--- config.mk ---
export PLATFORM = sky130hd
export DESIGN_NAME = alu_control_pipe
export DESIGN_NICKNAME = d
export VERILOG_FILES = /design/src/rtl/alu_control_pipe.sv
export SDC_FILE = /design/constraint.sdc
export NUM_CORES = 1
export LEC_CHECK = 0
export CAP_MARGIN = 5
export CORE_MARGIN = 2
export CORE_UTILIZATION = 45
export DETAILED_ROUTE_END_ITERATION = 8
export PLACE_DENSITY = 0.73
export SYNTH_ARGS = -nofsm -noshare
export SYNTH_HDL_FRONTEND = slang
export SYNTH_SLANG_ARGS = --single-unit
export TNS_END_PERCENT = 50
--- constraint.sdc ---
create_clock -name clk -period 2.1 [get_ports clk]
set_input_delay 0.21 -clock clk [delete_from_list [all_inputs] [get_ports clk]]
set_output_delay 0.21 -clock clk [all_outputs]
set_load 0.02 [all_outputs]
--- src/rtl/alu_control_pipe.sv ---
// alu_control_pipe
// Registered ALU control decoder with MULT/DIV sequencing.
//
// Decodes {ALUOp, ALUFunction} into an ALU operation code. The result
// appears one cycle after the op is accepted and is qualified by valid_out.
// MULT/DIV are handed to an iterative unit:
//   - md_start pulses once.
//   - md_busy/stall_out are held for MD_CYCLES cycles.
//   - A single done cycle then presents the MULT/DIV code with valid_out.
//
// Ports
//   clk           rising-edge clock
//   reset         synchronous, active-high reset
//   valid_in      ALUOp/ALUFunction valid this cycle
//   ALUOp         class code from main control (low 3 bits decoded)
//   ALUFunction   funct field (low 6 bits decoded)
//   ALUOperation  registered operation code, zero-extended
//   valid_out     ALUOperation valid this cycle
//   stall_out     block busy, upstream must hold its inputs
//   md_start      one-cycle start pulse to the MULT/DIV unit
//   md_busy       MULT/DIV in progress
//   illegal_op    illegal decode flag, aligned with valid_out
//
// Build option
//   ALU_CTRL_ILLEGAL_TRAP_EN
//     Defined: illegal_op flags illegal decodes.
//     Undefined: illegal_op is tied low.
//
// Parameter minimums
//   OP_W >= 3, FUNCT_W >= 6, ALUOP_OUT_W >= 4, MD_CYCLES >= 2.
module alu_control_pipe #(
  parameter int OP_W        = 3,
  parameter int FUNCT_W     = 6,
  parameter int ALUOP_OUT_W = 4,
  parameter int MD_CYCLES   = 32
) (
  input  logic                   clk,
  input  logic                   reset,
  input  logic                   valid_in,
  input  logic [OP_W-1:0]        ALUOp,
  input  logic [FUNCT_W-1:0]     ALUFunction,
  output logic [ALUOP_OUT_W-1:0] ALUOperation,
  output logic                   valid_out,
  output logic                   stall_out,
  output logic                   md_start,
  output logic                   md_busy,
  output logic                   illegal_op
);

  localparam logic [1:0] IDLE    = 2'd0;
  localparam logic [1:0] MD_RUN  = 2'd1;
  localparam logic [1:0] MD_DONE = 2'd2;

  localparam int CNT_W = (MD_CYCLES > 2) ? $clog2(MD_CYCLES) : 1;
  localparam logic [CNT_W-1:0] CNT_LOAD = CNT_W'(MD_CYCLES - 1);

  localparam logic [3:0] CODE_ILLEGAL = 4'b1001;

  logic [1:0]             state_reg;
  logic [CNT_W-1:0]       cnt_reg;
  logic [ALUOP_OUT_W-1:0] alu_op_reg;
  logic [ALUOP_OUT_W-1:0] md_code_reg;
  logic                   valid_reg;
  logic                   md_start_reg;

  logic                   op_hi_zero;
  logic                   fn_hi_zero;
  logic [3:0]             dec_code;
  logic                   dec_md;
  logic                   accept;

  // Any set bit above the decoded field makes the op illegal.
  if (OP_W > 3) begin : g_op_hi
    assign op_hi_zero = ~|ALUOp[OP_W-1:3];
  end else begin : g_op_nohi
    assign op_hi_zero = 1'b1;
  end

  if (FUNCT_W > 6) begin : g_fn_hi
    assign fn_hi_zero = ~|ALUFunction[FUNCT_W-1:6];
  end else begin : g_fn_nohi
    assign fn_hi_zero = 1'b1;
  end

  always_comb begin
    dec_code = CODE_ILLEGAL;
    dec_md   = 1'b0;
    if (op_hi_zero) begin
      case (ALUOp[2:0])
        3'b111: begin
          // R-type: the funct field only matters here.
          if (fn_hi_zero) begin
            case (ALUFunction[5:0])
              6'b100100: dec_code = 4'b0000;  // AND
              6'b100101: dec_code = 4'b0001;  // OR
              6'b100111: dec_code = 4'b0010;  // NOR
              6'b100000: dec_code = 4'b0011;  // ADD
              6'b100010: dec_code = 4'b0100;  // SUB
              6'b000000: dec_code = 4'b0101;  // SLL
              6'b000010: dec_code = 4'b0110;  // SRL
              6'b011000: begin                // MULT
                dec_code = 4'b1010;
                dec_md   = 1'b1;
              end
              6'b011010: begin                // DIV
                dec_code = 4'b1011;
                dec_md   = 1'b1;
              end
              default: dec_code = CODE_ILLEGAL;
            endcase
          end
        end
        3'b000:  dec_code = 4'b0111;          // LUI
        3'b001:  dec_code = 4'b0100;          // BEQ
        3'b010:  dec_code = 4'b0011;          // LW/SW
        3'b100:  dec_code = 4'b0011;          // ADDI
        3'b101:  dec_code = 4'b0001;          // ORI
        3'b110:  dec_code = 4'b0000;          // ANDI
        default: dec_code = CODE_ILLEGAL;
      endcase
    end
  end

  assign md_busy   = (state_reg == MD_RUN);
  assign stall_out = md_busy;
  assign accept    = valid_in && !stall_out;

  // IDLE and MD_DONE accept new work identically.
  // MD_DONE differs only in the registered outputs it presents.
  always_ff @(posedge clk) begin
    if (reset) begin
      state_reg    <= IDLE;
      cnt_reg      <= '0;
      alu_op_reg   <= '0;
      md_code_reg  <= '0;
      valid_reg    <= 1'b0;
      md_start_reg <= 1'b0;
    end else begin
      valid_reg    <= 1'b0;
      md_start_reg <= 1'b0;
      case (state_reg)
        MD_RUN: begin
          if (cnt_reg == '0) begin
            state_reg  <= MD_DONE;
            valid_reg  <= 1'b1;
            alu_op_reg <= md_code_reg;
          end else begin
            cnt_reg <= cnt_reg - 1'b1;
          end
        end
        default: begin
          state_reg <= IDLE;
          if (accept) begin
            if (dec_md) begin
              // ALUOperation keeps its old value until the done cycle.
              state_reg    <= MD_RUN;
              cnt_reg      <= CNT_LOAD;
              md_start_reg <= 1'b1;
              md_code_reg  <= ALUOP_OUT_W'(dec_code);
            end else begin
              valid_reg  <= 1'b1;
              alu_op_reg <= ALUOP_OUT_W'(dec_code);
            end
          end
        end
      endcase
    end
  end

  assign ALUOperation = alu_op_reg;
  assign valid_out    = valid_reg;
  assign md_start     = md_start_reg;

`ifdef ALU_CTRL_ILLEGAL_TRAP_EN
  // An illegal code can never be a MULT/DIV.
  // An illegal op therefore always completes in one cycle, never via MD_RUN.
  logic dec_illegal;
  logic illegal_reg;

  assign dec_illegal = (dec_code == CODE_ILLEGAL);

  always_ff @(posedge clk) begin
    if (reset) begin
      illegal_reg <= 1'b0;
    end else begin
      illegal_reg <= accept && dec_illegal;
    end
  end

  assign illegal_op = illegal_reg;
`else
  assign illegal_op = 1'b0;
`endif

endmodule

==> run summary <==
For the finished layout, the period the worst path requires is 1930 ps. Final net count: 147. The clock net sink count was 17. From bottom edge to top edge, the die measures 49.5 µm.

The synthesized flop and latch total is 17. The hold violation total from the final report is 0, and the number of gates given a new drive strength after cts is 0. The number of placed instances, taps included, is 155. The register with the most flip-flops in the layout has 5 of them. Summed over all cells, the static leakage comes to 0.000414 µW. When the netlist entered floorplanning its net count stood at 127.

Setup violations remaining at the end of the flow were counted as 0. For the number of top-level design ports, the log shows 21. Global-route usage over all layers: 0.181.

The post-route fraction of the period consumed by the critical path is 0.921. Dividing the detail-routed wire length by the instance count gives 12.4 µm. Averaged over all synthesized cells, the footprint is 8.24 µm². The power density of the placed cells came out at 515 mW/mm².

The tools report the count of antenna diodes in the layout as 0. The via count was 854; the fraction of layout cells with a size suffix above 1 was 0.0909. After detailed routing, the total wire length is 1970 µm. Via count of the first global-routing pass: 796. Setup repair after global routing left no endpoint under its margin. The run gives 0.786 as the placer congestion estimate. The initial core utilization is 0.474. In the synthesized netlist, the number of instances is 113. In the final timing run, aggregate negative setup slack is 0 ps. The Yosys step of the flow raised 0 warnings. The headroom to the max-slew limit came out at 0.589. For the worst-case vdd ir drop, the log shows 322 µV. During placement, the flow inserted port buffers numbering 19. Using the TritonRoute via totals, the vias-per-cell ratio works out to 5.37. Full die area: 0.00245 mm². The worst setup path is launched from a flop.

The number of pins exceeding their max-slew limit in the final report is 0. The tightest min-delay check is of the reg2reg type. The tools report the met1 track utilization from global routing as 0.244. For the utilization after layout, the log shows 0.587. For the pin with the worst max-slew slack, the measured transition is 615 ps. The met3 track utilization from global routing was 0.0576; the maximum root-to-sink buffer count was 2. The non-filler instance count after layout is 159. Prevailing post-synth register cell: dfxtp_1. The number of antenna violations at the first check in global routing was 0. The largest fanout on the critical path is 11, and the H-tree depth is 1. For the worst setup path, the data required time is 1890 ps. The clock tree root buffer cell is clkbuf_4. The tools report the final routed DRC violation total as 0. TritonCTS built the clock tree. Post-CTS timing repair inserted 0 buffers for setup. The first global-routing pass estimated 3470 µm of wire. The synthesis-to-finish area growth works out to 23.8%.

The nature of the critical path endpoint was an output pin. The run gives 16 as the standard-cell row count. At the later pin of the worst-skew pair, clock insertion delay measures 290 ps. The share of async-settable or async-resettable flops after synthesis came out at 0. In this run, synthesis inferred 0 flip-flops with an integrated enable. The count of nets left with antenna violations once routing finished came out at 0.

The number of clock buffers added by TritonCTS is 3. The maximum number of pins on one net before global-route repair is 19, and the maximum achievable frequency is 517 MHz. Clock-pin slew was measured on the worst setup and hold paths at 100 ps. The worst setup skew after layout is 6.69 ps. The first-iteration detailed-routing DRC count was 19; the routing usage on met2 was 0.284.

Yosys mapped the design onto 39 distinct sky130hd cell types. The critical path in this run is classified as reg2out. Max-cap violations in this run came to 0. The floorplan step set the die width to 49.5 µm.

The run gives 1520 µm as the half-perimeter wire length of the detailed placement result. The core box area is 0.00196 mm². The setup slack after placement came out at 170 ps. The layer flagged by global routing as most heavily used is met2.

The run gives 0.366 as the sequential-to-total area share from yosys stat. The total iterations of the first detailed-routing run is 5, and the worst endpoint data arrival time is 1720 ps. Setup slack closes at 166 ps. Global routing finished with a remaining overflow of 0. Hold repair after CTS inserted 0 buffers. The flow ran to the end, and the final reports show no timing, DRC or antenna violations. The area of the mapped netlist is 931 µm².
## where the power goes
group / total [µW] / switching, µW / leakage (µW) / internal (µW)
clock: 167 / 96.5 / 0.0000177 / 70.8
sequential: 331 / 3.06 / 0.000138 / 328
combinational: 94.8 / 47.5 / 0.000258 / 47.3
total: 594 / 147 / 0.000414 / 447
## Yosys cell counts, types with 2 or more instances
master,number,area share
a21oi_1,5,0.027
nand2b_1,2,0.013
ha_1,2,0.027
dfxtp_1,17,0.37
nand2_1,12,0.048
nor3_1,7,0.038
o211ai_1,2,0.016
and3_1,2,0.013
nor4_1,2,0.013
a211oi_1,2,0.016
nand3_1,6,0.032
inv_1,4,0.016
buf_4,4,0.032
nor2b_1,3,0.020
nor2_1,15,0.060
a311oi_1,5,0.047
## through the flow
| step | total power (µW) | hold WS [ps] | instance area, µm² |
|---|---|---|---|
| 2_1_floorplan | 388 | 423 | 931 |
| 3_3_place_gp | 433 | 440 | 1120 |
| 3_5_place_dp | 434 | 451 | 1120 |
| 4_1_cts | 601 | 465 | 1150 |
| 5_1_grt | 626 | 495 | 1150 |
| 6_report | 594 | 465 | 1150 |
## path summary, 6_finish.rpt
kind	from	depth (start not counted)	slack (ps)	end
hold / removal	md_code_reg[2]$_SDFFE_PP0P_	2	470	md_code_reg[2]$_SDFFE_PP0P_
setup / recovery	state_reg[1]$_SDFFE_PP0P_	3	170	md_busy
hold reg to reg	md_code_reg[2]$_SDFFE_PP0P_	2	470	md_code_reg[2]$_SDFFE_PP0P_
setup reg to reg	cnt_reg[0]$_SDFFE_PP0P_	6	340	cnt_reg[4]$_SDFFE_PP0P_
## cell usage in the layout, fill, tap and decap left out, types with 2 or more instances in the layout
| master | count |
|---|---|
| clkdlybuf4s50_1 | 19 |
| dfxtp_1 | 17 |
| nor2_1 | 15 |
| nand2_1 | 12 |
| nor3_1 | 7 |
| nand3_1 | 6 |
| a311oi_1 | 5 |
| a21oi_1 | 5 |
| inv_1 | 4 |
| nor2b_1 | 3 |
| clkbuf_4 | 3 |
| nand2b_1 | 2 |
| and3_1 | 2 |
| nor4_1 | 2 |
| o211ai_1 | 2 |
| a211oi_1 | 2 |
| ha_1 | 2 |
| buf_4 | 2 |
## cells by family after synthesis
kind of cell / after synthesis / share of synthesized area
compound gates: 20 / 0.172
xor+xnor: 2 / 0.0188
fa+ha+maj: 2 / 0.0269
buf+inv: 11 / 0.0739
flops: 17 / 0.366
mux: 1 / 0.0108
other cells: 1 / 0.00403
simple gates: 59 / 0.328
## layer usage
metal	share of wire	wire length (µm)
met1	0.49	960
met5	0	0
met4	0	0
met2	0.45	889
met3	0.059	116
## final cells by class
type	instances	area, µm²
Inverter	5	23.8
Sequential cell	17	340
Clock buffer	3	22.5
Tap cell	27	33.8
Fill cell	192	810
Multi-Input combinational cell	85	522
Timing Repair Buffer	21	205
Clock inverter	1	5.00
## worst max-delay path, stage by stage, from the launching register on
cell,delay (ps)
dfxtp_1,310
nand2b_1,360
clkinv_4,180
clkdlybuf4s50_1,580
Note: power is estimated with default switching activity, not from simulation.
